### src/rtl/blitstop_multi.sv
`default_nettype none
// -----------------------------------------------------------------------------
// blitstop_multi : multi-channel blitter collision-stop controller with
//                  resume / timed-abort handling and a GPU status word.
// Revision 1.0
// -----------------------------------------------------------------------------
module blitstop_multi #(
  parameter int NCH       = 4,
  parameter int CNTW      = 8,
  parameter int ABORT_LEN = 4,
  localparam int CHW      = (NCH > 1) ? $clog2(NCH) : 1
) (
  input  logic            sys_clk,
  input  logic            resetl,
  input  logic            ce,
  input  logic [31:0]     gpu_din,
  input  logic            stopld,
  input  logic            statrd,
  input  logic [NCH-1:0]  nowrite,
  input  logic [NCH-1:0]  dwrite,
  input  logic            xreset_n,
  output logic [31:0]     stat_out,
  output logic            stat_oe,
  output logic            stopped,
  output logic [CHW-1:0]  coll_ch,
  output logic            irq,
  output logic            reset_n
);

  typedef enum logic [1:0] {
    IDLE    = 2'd0,
    STOPPED = 2'd1,
    ABORT   = 2'd2
  } state_t;

  localparam logic [7:0]      ABORT_INIT = 8'(ABORT_LEN);
  localparam logic [CNTW-1:0] CNT_MAX    = '1;

  state_t          state_q, state_d;
  logic [NCH-1:0]  collideb_q, collideb_d;
  logic            stopen_q, stopen_d;
  logic [NCH-1:0]  chen_q, chen_d;
  logic [NCH-1:0]  coll_mask_q, coll_mask_d;
  logic [CHW-1:0]  coll_ch_q, coll_ch_d;
  logic [CNTW-1:0] cnt_q, cnt_d;
  logic [7:0]      abcnt_q, abcnt_d;
  logic            irq_q, irq_d;

  logic [NCH-1:0]  collidea;
  logic [NCH-1:0]  rise;
  logic [CHW-1:0]  rise_idx;
  logic            ctl_wr;
  logic            drv_reset;
  logic            unused_din;

  assign unused_din = ^{gpu_din[31:8+NCH], gpu_din[7:4]};

  always_comb begin
    collidea = nowrite & dwrite & chen_q & {NCH{stopen_q}};
    rise     = collidea & ~collideb_q;
    ctl_wr   = stopld & ce;
    rise_idx = '0;
    // Descending scan so the lowest set bit is the one left standing.
    for (int i = NCH - 1; i >= 0; i--) begin
      if (rise[i]) rise_idx = CHW'(i);
    end
  end

  always_comb begin
    state_d     = state_q;
    collideb_d  = collideb_q;
    stopen_d    = stopen_q;
    chen_d      = chen_q;
    coll_mask_d = coll_mask_q;
    coll_ch_d   = coll_ch_q;
    cnt_d       = cnt_q;
    abcnt_d     = abcnt_q;
    irq_d       = 1'b0;
    if (ce) begin
      collideb_d = collidea;
      case (state_q)
        IDLE: begin
          if (|rise) begin
            state_d     = STOPPED;
            coll_mask_d = rise;
            coll_ch_d   = rise_idx;
            irq_d       = 1'b1;
            if (cnt_q != CNT_MAX) cnt_d = cnt_q + 1'b1;
          end
        end
        STOPPED: begin
          if (ctl_wr && gpu_din[1]) begin
            state_d = ABORT;
            abcnt_d = ABORT_INIT;
          end else if (ctl_wr && gpu_din[0]) begin
            state_d = IDLE;
          end
        end
        ABORT: begin
          abcnt_d = abcnt_q - 8'd1;
          if (abcnt_q == 8'd1) state_d = IDLE;
        end
        default: state_d = IDLE;
      endcase
      if (ctl_wr) begin
        stopen_d = gpu_din[2];
        chen_d   = gpu_din[8 +: NCH];
        // A clear in the same cycle as a stop event overrides the increment.
        if (gpu_din[3]) cnt_d = '0;
      end
    end
  end

  always_ff @(posedge sys_clk) begin
    if (!resetl) begin
      state_q     <= IDLE;
      collideb_q  <= '0;
      stopen_q    <= 1'b0;
      chen_q      <= '0;
      coll_mask_q <= '0;
      coll_ch_q   <= '0;
      cnt_q       <= '0;
      abcnt_q     <= '0;
      irq_q       <= 1'b0;
    end else begin
      state_q     <= state_d;
      collideb_q  <= collideb_d;
      stopen_q    <= stopen_d;
      chen_q      <= chen_d;
      coll_mask_q <= coll_mask_d;
      coll_ch_q   <= coll_ch_d;
      cnt_q       <= cnt_d;
      abcnt_q     <= abcnt_d;
      irq_q       <= irq_d;
    end
  end

  assign stopped   = (state_q == STOPPED);
  assign drv_reset = (state_q == ABORT);
  assign irq       = irq_q;
  assign coll_ch   = coll_ch_q;
  assign reset_n   = xreset_n & ~drv_reset;
  assign stat_oe   = statrd;

  always_comb begin
    stat_out            = '0;
    stat_out[0]         = drv_reset;
    stat_out[1]         = stopped;
    stat_out[2]         = stopen_q;
    stat_out[4 +: CHW]  = coll_ch_q;
    stat_out[8 +: NCH]  = chen_q;
    stat_out[16 +: NCH] = coll_mask_q;
    stat_out[24 +: CNTW] = cnt_q;
  end

endmodule
`default_nettype wire

### config.mk
export PLATFORM = sky130hd
export DESIGN_NAME = blitstop_multi
export DESIGN_NICKNAME = d
export VERILOG_FILES = /design/src/rtl/blitstop_multi.sv
export SDC_FILE = /design/constraint.sdc
export NUM_CORES = 1
export LEC_CHECK = 0
export BUFFER_PORTS_ARGS = -buffer_cell sky130_fd_sc_hd__buf_2
export CAP_MARGIN = 20
export CORE_MARGIN = 2
export CORE_UTILIZATION = 46
export CTS_CLUSTER_DIAMETER = 120
export DETAILED_ROUTE_END_ITERATION = 8
export PLACE_DENSITY_LB_ADDON = 0.2
export SYNTH_ARGS = -nofsm -noshare
export SYNTH_HDL_FRONTEND = slang
export SYNTH_SLANG_ARGS = --single-unit
### constraint.sdc
create_clock -name sys_clk -period 2.2 [get_ports sys_clk]
set_clock_uncertainty 0.15 [all_clocks]
set_input_delay 0.33 -clock sys_clk [delete_from_list [all_inputs] [get_ports sys_clk]]
set_output_delay 0.33 -clock sys_clk [all_outputs]
set_load 0.01 [all_outputs]
==> out/metrics.cfg <==
[status]
run_status = finished, final reports clean

[global_route]
first_global_vias = 1472
grt_usage_pct = 18.8
gr-total-overflow = 0
grt_start_max_net_pins = 22
grt_first_pass_wirelength_um = 6230
initial_antenna_violation_count = 0

[route]
drc_errors = 0
drt_iter0_markers = 123
drtAntennaViolNets = 0
num_vias = 1595
drt_pass1_iterations = 4
finalWirelength_um = 3690
avgViaCountPerCell = 5.21
wl_per_cell_um = 12.1

[place]
io_buffers = 46
placement.setup.worst_slack_ns = 0.115
post-dp-hpwl_um = 2690
gpl.final_weighted_congestion = 0.775

[sta]
timing.fmax_mhz = 497
max_slew_margin_pct = 65.8
final_period_minus_worst_setup_slack_ns = 2.01
hold_ws_ns = 0.145
layout_setup_ws_ns = 0.188
fin_crit_sh_pct = 91.4
final-hold-violation-count = 0
setup-tns-final_ns = 0
finalMaxSlewViolations = 0
finalSetupViolCount = 0
worst_slew_pin_slew_ns = 0.512
setup_repair_after_global_routing_missed_its_margin = no

[worst_setup_path]
worstRegToRegCells = 6
worstPathCellList = nand4_1 > o22ai_4 > o211ai_4 > buf_4 > or3b_1 > a21oi_1
worst_r2r_endpoint = coll_ch[1]
critical_path_sink_type = register
critical_path.reg2reg.startpoint = stopen_q
delay_of_the_slowest_cell_on_the_worst_path_ns = 0.42
r2r_slack_ns = 0.19
timing.critical_path.max_delay_family = compound AO/OA/AOI/OAI gates
maximum_fanout_along_the_worst_path = 11
slowest_stage = dfxtp_1
critical_path_class = reg -> reg
worst-endpoint-arrival_ns = 2.09
cp_num_buf_inv = 1
timing.critical_path.required_ns = 2.28
startpoint_type = register

[yosys]
synth.yosys.warnings = 0
yosysTopAreaCell = dfxtp_1
postSynthCellCount = 214
share_of_flip_flops_with_an_asynchronous_set_or_reset_after_synthesis_pct = 0
postSynthRegisterBits = 34
netlist_top_cells_area = dfxtp_1 (39%), buf_4 (7.8%), a21oi_1 (7.2%), nand2_1 (5.0%), nand3_1 (4.0%)
avgSynthCellArea_um2 = 8.09
synthesis.area_um2 = 1730
sequential_fraction_of_the_synthesis_area_pct = 39.3
synth_largest_type_area_fraction_pct = 39.3
number_of_enable_type_register_cells_in_the_synthesized_netlist = 0
synthDistinctLibCells = 36
postSynth.topFlopCell = dfxtp_1

[pwr]
p_sw_uw = 280
cellPowerDensity_nw_per_um2 = 618
cellInternalPower_uw = 986
vdd_ir_drop_max_mv = 0.344
gate_power_share_pct = 6.1
pwr-share-seq_pct = 49.3
netSwitchingFraction_pct = 22.1
share_clk_of_total_power_pct = 44.6
p_leak_nw = 0.863

[floorplanning]
fp.dieW_um = 65.3
rows = 22
floorplan_die_height_um = 65.3
die_footprint_um2 = 4270
pin_count = 84
design.core.area_um2 = 3630
floorplan.initialDensity_pct = 47.6

[layout]
insertedDiodeCount = 0
layout.nets = 306
flow.area_growth_from_synthesis_pct = 18.4
final_layout_size_suffix_gt1_share_pct = 25.2
filler_cell_count = 373

[worst_hold_path]
timing.hold.worst.class = in -> reg
worst_hold_path.num_cells = 3
hold_path_startpoint = gpu_din[11]
min_delay_endpoint = chen_q[3]

[cts]
cts_buf_count = 5
clock_tree_from_tritoncts = yes
clock_latency_ns = 0.29
cts_buffer_depth = 2
postCtsHoldBufs = 0
clk_sink_count = 34
ctsRootBufferMaster = clkbuf_8
htree_levels = 2
clk_pin_slew_worst_paths_ns = 0.07

[flow_run]
max_cap_violations = 0

## power by group through the flow
stage | clock network, mW | registers [mW] | logic [mW]
after floorplan | 0 | 0.639 | 0.0571
after global placement | 0 | 0.639 | 0.0759
after detailed placement | 0 | 0.639 | 0.0766
after CTS | 0.578 | 0.625 | 0.0769
after global routing | 0.608 | 0.625 | 0.0855
final | 0.564 | 0.625 | 0.0772
## cells by family after synthesis
kind of cell | share of synthesized area [%]
buf+inv | 11.7
simple gates | 24.2
compound gates | 19.3
other cells | 0.217
fa+ha+maj | 2.17
flops | 39.3
xor+xnor | 3.04
## layout by cell type (no fill, tap or decap), drive strengths merged, types with 3 or more instances in the layout
cell type / n
a21oi: 25
o2111ai: 4
or2: 5
ha: 3
clkbuf: 7
buf: 51
o21ai: 6
nand3: 14
conb: 11
nand2: 23
o211ai: 3
dfxtp: 34
xnor2: 4
o31ai: 3
nand4: 7
inv: 9
nor2b: 3
nor2: 18
or3: 4
or4: 3
## timing repair
item	4_1_cts	5_1_grt
endpoints found under the setup margin	0	4
setup buffers	0	0
gates resized for setup	0	2
## through the flow
| step | total power [mW] | area (um2) | util [%] | cells |
|---|---|---|---|---|
| after global placement | 0.715 | 1930 | 53.0 | 298 |
| final | 1.27 | 2050 | 56.4 | 306 |
| after floorplan | 0.697 | 1770 | - | 224 |
| after detailed placement | 0.715 | 1930 | 53.0 | 298 |
| after global routing | 1.32 | 2050 | 56.4 | 306 |
| after CTS | 1.28 | 2030 | 56.0 | 306 |
## state kept, by name, indices dropped and copies added (netlist names)
register	count
abcnt_q	8
chen_q	4
coll_ch	2
irq	1
stopen_q	1
cnt_q	8
coll_mask_q	4
state_q	2
collideb_q	4
## layer usage
layer	GRT usage [%]	vias up	part of all wire, %	wire length (um)
li1	-	818	-	-
met1	22.7	717	47	1720
met2	30.9	53	46	1690
met3	4.28	7	5.7	210
met4	10.2	0	2.0	73
met5	0	-	0	0
## worst reg2reg max path, stage by stage, from the launching register on
cell      delay, ns
dfxtp_1        0.42
nand4_1        0.22
o22ai_4        0.29
o211ai_4       0.16
buf_4          0.22
or3b_1         0.35
a21oi_1        0.14
## worst max-delay path by stage
stage	end	slack (ns)	cells past startpoint	startpoint
3_3_place_gp	coll_ch[1]	0.12	6	stopen_q
5_1_grt	cnt_q[4]	0.04	5	stopen_q
6_report	coll_ch[1]	0.19	6	stopen_q
2_1_floorplan	cnt_q[2]	0.48	6	chen_q[2]
4_1_cts	coll_ch[1]	0.08	6	stopen_q
3_5_place_dp	coll_ch[1]	0.11	6	stopen_q
## synth_stat cells (2+ instances only)
cell and n:
o211a_1 2, nor3_1 2, o41ai_1 2, nor2b_1 3
nand3_1 14, ha_1 3, nand2_1 23, nor4_1 2
inv_1 9, o31ai_1 3, o211ai_1 2, xnor2_1 4
o311ai_0 2, o21ai_0 6, dfxtp_1 34, or4_1 3
nand4_1 7, xor2_1 2, or2_2 5, o22ai_2 2
clkbuf_1 5, o2111ai_1 4, a21oi_1 25, nor2_1 18
buf_4 18, or3_1 4
## area by class of cell
cell class / instances / area [um2] / area share, %
multi-input combinational: 156 / 901 / 44.0
timing repair buffer: 51 / 268 / 13.1
tap: 48 / 60.1 / 2.93
clock buffer: 7 / 76.3 / 3.72
inverter: 9 / 33.8 / 1.65
clock inverter: 1 / 30.0 / 1.47
sequential: 34 / 681 / 33.2
Note: power is estimated with default switching activity, not from simulation.
